### src/rtl/uart_pkg.sv
// ============================================================================
// Module      : uart_pkg
// Description : Shared types and constants for the UART demo line-echo path.
// Revision    : 1.0 - initial release
// ============================================================================
`default_nettype none

package uart_pkg;

  typedef enum logic [2:0] {
    COLLECT   = 3'd0,
    WAIT_RDY  = 3'd1,
    SEND_CHAR = 3'd2,
    GUARD     = 3'd3
  } echo_state_e;

  localparam logic [7:0] c_ascii_lf    = 8'h0A;
  localparam logic [7:0] c_ascii_cr    = 8'h0D;
  localparam logic [7:0] c_ascii_space = 8'h20;
  localparam logic [7:0] c_ascii_excl  = 8'h21;
  localparam logic [7:0] c_ascii_0     = 8'h30;
  localparam logic [7:0] c_ascii_a_uc  = 8'h41;
  localparam logic [7:0] c_ascii_a_lc  = 8'h61;

  localparam logic [7:0] c_term_default = c_ascii_lf;

endpackage

`default_nettype wire

### src/rtl/line_buf.sv
// ============================================================================
// Module      : line_buf
// Description : DEPTH x 8 RAM, synchronous write, one-cycle registered read.
// Revision    : 1.0 - initial release
// ============================================================================
`default_nettype none

module line_buf #(
  parameter int unsigned DEPTH = 16
) (
  input  logic                     CLK,
  input  logic                     we,
  input  logic [$clog2(DEPTH)-1:0] waddr,
  input  logic [7:0]               wdata,
  input  logic [$clog2(DEPTH)-1:0] raddr,
  output logic [7:0]               rdata
);

  logic [7:0] mem_q [DEPTH];

  // Contents are deliberately not reset so this maps onto distributed/block RAM.
  always_ff @(posedge CLK) begin
    if (we) begin
      mem_q[waddr] <= wdata;
    end
    rdata <= mem_q[raddr];
  end

endmodule

`default_nettype wire

### src/rtl/line_echo.sv
// ============================================================================
// Module      : line_echo
// Description : Buffers a received line, then replays it via the TX send/ready handshake.
// Revision    : 1.0 - initial release
// ============================================================================
`default_nettype none

module line_echo
  import uart_pkg::*;
#(
  parameter int unsigned DEPTH = 16,
  parameter logic [7:0]  TERM  = c_term_default
) (
  input  logic       CLK,
  input  logic       RST,
  input  logic [7:0] recv_data,
  input  logic       vald_data,
  input  logic       ready,
  output logic       send,
  output logic [7:0] send_data,
  output logic       busy,
  output logic       drop
);

  localparam int unsigned   AW      = $clog2(DEPTH);
  localparam int unsigned   CW      = AW + 1;
  localparam logic [CW-1:0] c_depth = CW'(DEPTH);

  echo_state_e   state_q, state_d;
  logic [CW-1:0] wr_cnt_q, wr_cnt_d;
  logic [CW-1:0] rd_idx_q, rd_idx_d;
  logic          send_q, send_d;
  logic          busy_q, busy_d;
  logic          drop_q, drop_d;
  logic [7:0]    hold_q, hold_d;
  logic          buf_we;
  logic [7:0]    buf_rdata;

  line_buf #(
    .DEPTH (DEPTH)
  ) u_line_buf (
    .CLK   (CLK),
    .we    (buf_we),
    .waddr (wr_cnt_q[AW-1:0]),
    .wdata (recv_data),
    .raddr (rd_idx_q[AW-1:0]),
    .rdata (buf_rdata)
  );

  always_comb begin
    state_d  = state_q;
    wr_cnt_d = wr_cnt_q;
    rd_idx_d = rd_idx_q;
    drop_d   = drop_q;
    hold_d   = hold_q;
    buf_we   = 1'b0;

    unique case (state_q)
      COLLECT: begin
        if (vald_data) begin
          buf_we   = 1'b1;
          wr_cnt_d = wr_cnt_q + 1'b1;
          if ((recv_data == TERM) || (wr_cnt_d == c_depth)) begin
            state_d  = WAIT_RDY;
            rd_idx_d = '0;
          end
        end
      end
      WAIT_RDY: begin
        if (ready) begin
          if (rd_idx_q == wr_cnt_q) begin
            state_d  = COLLECT;
            wr_cnt_d = '0;
          end else begin
            state_d = SEND_CHAR;
          end
        end
      end
      SEND_CHAR: begin
        // RAM output already reflects buf[rd_idx] this cycle; latch it so it holds after send.
        hold_d   = buf_rdata;
        rd_idx_d = rd_idx_q + 1'b1;
        state_d  = GUARD;
      end
      GUARD: begin
        state_d = WAIT_RDY;
      end
      default: begin
        state_d = COLLECT;
      end
    endcase

    if (vald_data && (state_q != COLLECT)) begin
      drop_d = 1'b1;
    end

    send_d = (state_d == SEND_CHAR);
    busy_d = (state_d != COLLECT);
  end

  always_ff @(posedge CLK) begin
    if (RST) begin
      state_q  <= COLLECT;
      wr_cnt_q <= '0;
      rd_idx_q <= '0;
      send_q   <= 1'b0;
      busy_q   <= 1'b0;
      drop_q   <= 1'b0;
      hold_q   <= 8'h00;
    end else begin
      state_q  <= state_d;
      wr_cnt_q <= wr_cnt_d;
      rd_idx_q <= rd_idx_d;
      send_q   <= send_d;
      busy_q   <= busy_d;
      drop_q   <= drop_d;
      hold_q   <= hold_d;
    end
  end

  assign send      = send_q;
  assign send_data = send_q ? buf_rdata : hold_q;
  assign busy      = busy_q;
  assign drop      = drop_q;

endmodule

`default_nettype wire

### config.mk
export PLATFORM = sky130hd
export DESIGN_NAME = line_echo
export DESIGN_NICKNAME = d
export VERILOG_FILES = /design/src/rtl/uart_pkg.sv /design/src/rtl/line_buf.sv /design/src/rtl/line_echo.sv
export SDC_FILE = /design/constraint.sdc
export NUM_CORES = 1
export LEC_CHECK = 0
export ABC_AREA = 0
export CORE_UTILIZATION = 35
export CTS_CLUSTER_SIZE = 25
export DETAILED_ROUTE_END_ITERATION = 8
export HOLD_SLACK_MARGIN = 0.15
export PLACE_DENSITY = 0.55
export RECOVER_POWER = 25
export SLEW_MARGIN = 30
export SYNTH_ARGS = -nofsm -noshare
export SYNTH_HDL_FRONTEND = slang
export SYNTH_SLANG_ARGS = --single-unit
### constraint.sdc
create_clock -name CLK -period 2.55 [get_ports CLK]
set_input_delay 0.3825 -clock CLK [delete_from_list [all_inputs] [get_ports CLK]]
set_output_delay 0.3825 -clock CLK [all_outputs]
set_load 0.02 [all_outputs]
==> metrics.log <==
[metrics] post-CTS clock slew at the launch and capture registers of the worst setup and hold paths: ~0.060 ns
[metrics] reg2reg path depth: 5
[metrics] endpoint of the lowest-slack register-to-register path: u_line_buf.rdata[4]
[metrics] result of the run: complete, no violations
[metrics] power density over the cells: roughly 700 nW/µm²
[metrics] CP Launch Type: flip-flop
[metrics] post-route clock skew: 0.00946 ns
[metrics] arrival time reported for the critical path endpoint: 1.92 ns
[metrics] net total in the final layout: roughly 460
[metrics] slew at the pin with the worst max-slew slack: 0.631 ns
[metrics] synthesized instance count: ~390
[metrics] Max FO, Critical Path: 9
[metrics] count of flip-flops with a built-in enable after synthesis: 128
[metrics] number of register bits inferred by synthesis: 160
[metrics] DRC errors left: 0
[metrics] worst reg2reg path startpoint: rd_idx_q[0]
[metrics] Crit path max-delay family: flip-flops
[metrics] wire length of the first global-routing pass: between 20 and 25 mm
[metrics] chip height: 137 µm
[metrics] number of cells upsized or downsized after cts: 0
[metrics] HPWL after detailed placement: 8.76 mm
[metrics] internal power contribution: 4.24 mW
[metrics] cell types with the largest area share after synthesis: edfxtp_1 60%, mux4_2 11%, dfxtp_1 10%
[metrics] Die ar.: 18900 µm²
[metrics] number of nets in the synthesized netlist: approximately 400
[metrics] worst min path class: reg2reg
[metrics] CP cell instances: mux2_2 -> clkdlybuf4s50_1
[metrics] sum of negative setup slack: 0 ns
[metrics] number of hold violations in the final report: 0
[metrics] number of antenna violations at the first check in global routing: 0
[metrics] hold_ws: 0.449 ns
[metrics] fraction of the cycle the final worst path needs: 0.903
[metrics] wire length reported by the detailed router: 13.7 mm
[metrics] growth of design area from synthesis to finish: 19.5%
[metrics] Die X-Extent: 137 µm
[metrics] area of the mapped netlist: 6420 µm²
[metrics] largest area contributor in the synthesized netlist: edfxtp_1
[metrics] depth of the CTS H-tree: 4
[metrics] via count normalized by instance count: approximately 5.2
[metrics] Tot GR Track Use: 0.158
[metrics] number of warnings printed during yosys synthesis: 0
[metrics] worst IR drop on VDD: just under 0.7 mV
[metrics] clock net sink count: 160
[metrics] initial core utilization: 0.357
[metrics] portion of total power attributed to combinational logic: 0.025
[metrics] post-route antenna net violation count: 0
[metrics] total gr overflow: 0
[metrics] root buffer selected by CTS: clkbuf_16
[metrics] Hold Path Origin: u_line_buf.rdata[1]
[metrics] number of library cell types mapped by synthesis: 46
[metrics] Antenna diodes: 0
[metrics] drt first-iter violations: about 240
[metrics] crit path time final: between 2 and 2.5 ns
[metrics] cts bufs inserted: 17
[metrics] most frequent cell after synthesis: edfxtp_1
[metrics] kind of capture point of the worst setup path: output port
[metrics] final number of max-transition violations: 0
[metrics] filler cell count: 1576
[metrics] most instantiated flip-flop cell in the synthesis netlist: edfxtp_1
[metrics] highest clock frequency the design can meet: 0.434 GHz
[metrics] Rows: 49
[metrics] number of buffers on the longest clock path: 2
[metrics] commonest cells in the synthesized netlist: 128 x edfxtp_1, 32 x dfxtp_1, 32 x mux4_2
[metrics] register-to-register path setup slack: 0.56 ns
[metrics] pin count of the biggest net entering global routing: 30
[metrics] sequential group share of total power: 0.530
[metrics] switching fraction of total power: 0.210
[metrics] number of buffers added to fix hold violations after cts: 0
[metrics] Skew-Pair Late Insertion Delay: 0.42 ns
[metrics] category of the most critical setup path: reg2out
[metrics] average cell area after synthesis: 16.5 µm²
[metrics] number of post-CTS setup repair buffers: 0
[metrics] Final Setup Violations: 0
[metrics] hold-critical path endpoint: hold_q[1]
[metrics] via total after detailed routing: 3540
[metrics] Core Box Area: around 18000 µm²
[metrics] CP max-delay cell: dfxtp_1
[metrics] leakage power of the design: between 2 and 2.5 nW
[metrics] RSZ-0062 raised after global routing: no
[metrics] TritonCTS clock tree: built
[metrics] async set-reset flop share out of synthesis: 0
[metrics] portion of synthesized cell area occupied by the leading cell type: 0.599
[metrics] share of cells above drive strength 1: 0.247
[metrics] Ports: 23
[metrics] number of stages on the worst hold path: 2
[metrics] part of the power in the clock network: 0.445
[metrics] routed length per placed instance: 20.0 µm
[metrics] Buffers & Inverters on Critical Path: 1
[metrics] input/output buffers: 22
[metrics] max capacitance violation total: 0
[metrics] Max stage delay on crit path: 0.57 ns
[metrics] sequential cell area fraction in the yosys report: 0.698
[metrics] count of TritonRoute iterations in the first routing pass: 5
[metrics] critical path required time: around 2.2 ns
[metrics] Net Switching: 1.13 mW
[metrics] placer's final routability congestion estimate: 0.804
[metrics] Slew HR: 0.579
[metrics] number of global-route vias before repair: around 3500
==> cell families (layout without fill, tap and decap cells) <==
group / after synthesis / count (layout) / share of synthesized area
buf+inv: 24 / 93 / 0.0193
xor+xnor: 5 / 5 / 0.00682
flops: 160 / 160 / 0.698
simple gates: 93 / 93 / 0.0746
compound gates: 52 / 52 / 0.0516
fa+ha+maj: 5 / 5 / 0.00974
other cells: 1 / 1 / 0.000584
mux: 48 / 48 / 0.139
==> state kept, by name (all words and copies together) (netlist names) <==
signal	cells
busy	1
drop	1
hold_q	8
rd_idx_q	5
send	1
state_q	3
u_line_buf.mem_q	128
u_line_buf.rdata	8
wr_cnt_q	5
==> how the worst max path moves through the flow <==
stage,start,endpoint,slack [ns],cells past startpoint
2_1_floorplan,state_q[1],u_line_buf.mem_q[0][0],0.52,4
3_3_place_gp,recv_data[2],rd_idx_q[2],0.26,6
3_5_place_dp,recv_data[5],rd_idx_q[1],0.24,6
4_1_cts,send,send_data[0],0.20,2
5_1_grt,send,send_data[0],0.15,2
6_report,send,send_data[0],0.25,2
==> cells in the final DEF (no fill, tap or decap), drive strengths merged, types with 3 or more instances in the layout <==
master	netlist	final
edfxtp	128	128
mux4	32	32
dfxtp	32	32
buf	10	32
nand2	29	29
a21oi	24	24
clkbuf	12	23
nor2	22	22
clkdlybuf4s50	0	16
a211oi	11	11
nor2b	10	10
mux2i	8	8
mux2	8	8
nor3	7	7
dlygate4sd3	0	6
clkinv	0	6
inv	2	6
nand2b	5	5
xor2	5	5
o21ai	5	5
ha	5	5
or3	4	4
or2	3	3
nand3	3	3
nand4	3	3
a21boi	3	3
clkinvlp	0	3
a311oi	3	3
==> power groups by stage <==
| stage | clock network, mW | logic [mW] | registers (mW) |
|---|---|---|---|
| final | 2.39 | 0.135 | 2.85 |
| after detailed placement | 0 | 0.143 | 2.90 |
| after global routing | 2.54 | 0.149 | 2.85 |
| after floorplan | 0 | 0.0525 | 2.90 |
| after CTS | 2.45 | 0.144 | 2.85 |
| after global placement | 0 | 0.140 | 2.90 |
==> layer usage <==
metal	track usage	wire, µm
met5	0	0
met3	0.0357	575
met1	0.209	6050
met4	0.0702	296
met2	0.250	6790
==> worst register-to-register path, cell delays in order (launching register included) <==
cell	delay [ns]
dfxtp_2	0.34
buf_12	0.24
mux4_2	0.55
nor2b_1	0.15
a211oi_1	0.41
a21oi_1	0.15
==> cell type report <==
| type | count | area [µm²] | area share |
|---|---|---|---|
| flip-flops and latches | 160 | 4490 | 0.585 |
| multi-input cells | 204 | 1810 | 0.236 |
| repair buffers | 59 | 517 | 0.0674 |
| clock buffers | 18 | 429 | 0.0560 |
| well taps | 229 | 287 | 0.0374 |
| clock inverters | 14 | 131 | 0.0171 |
| inverters | 2 | 7.51 | 0.000979 |
==> per-stage QoR <==
| step | util | area, µm² | setup slack, ns | total power, mW | cells |
|---|---|---|---|---|---|
| floorplan | - | 6420 | 0.523 | 2.95 | 388 |
| detailed placement | 0.397 | 7130 | 0.236 | 3.05 | 654 |
| global placement | 0.397 | 7130 | 0.256 | 3.04 | 654 |
| finish | 0.427 | 7670 | 0.248 | 5.37 | 686 |
| CTS | 0.428 | 7690 | 0.196 | 5.44 | 686 |
| global route | 0.427 | 7670 | 0.151 | 5.54 | 686 |
No activity file was read; power rests on OpenSTA's default activity.
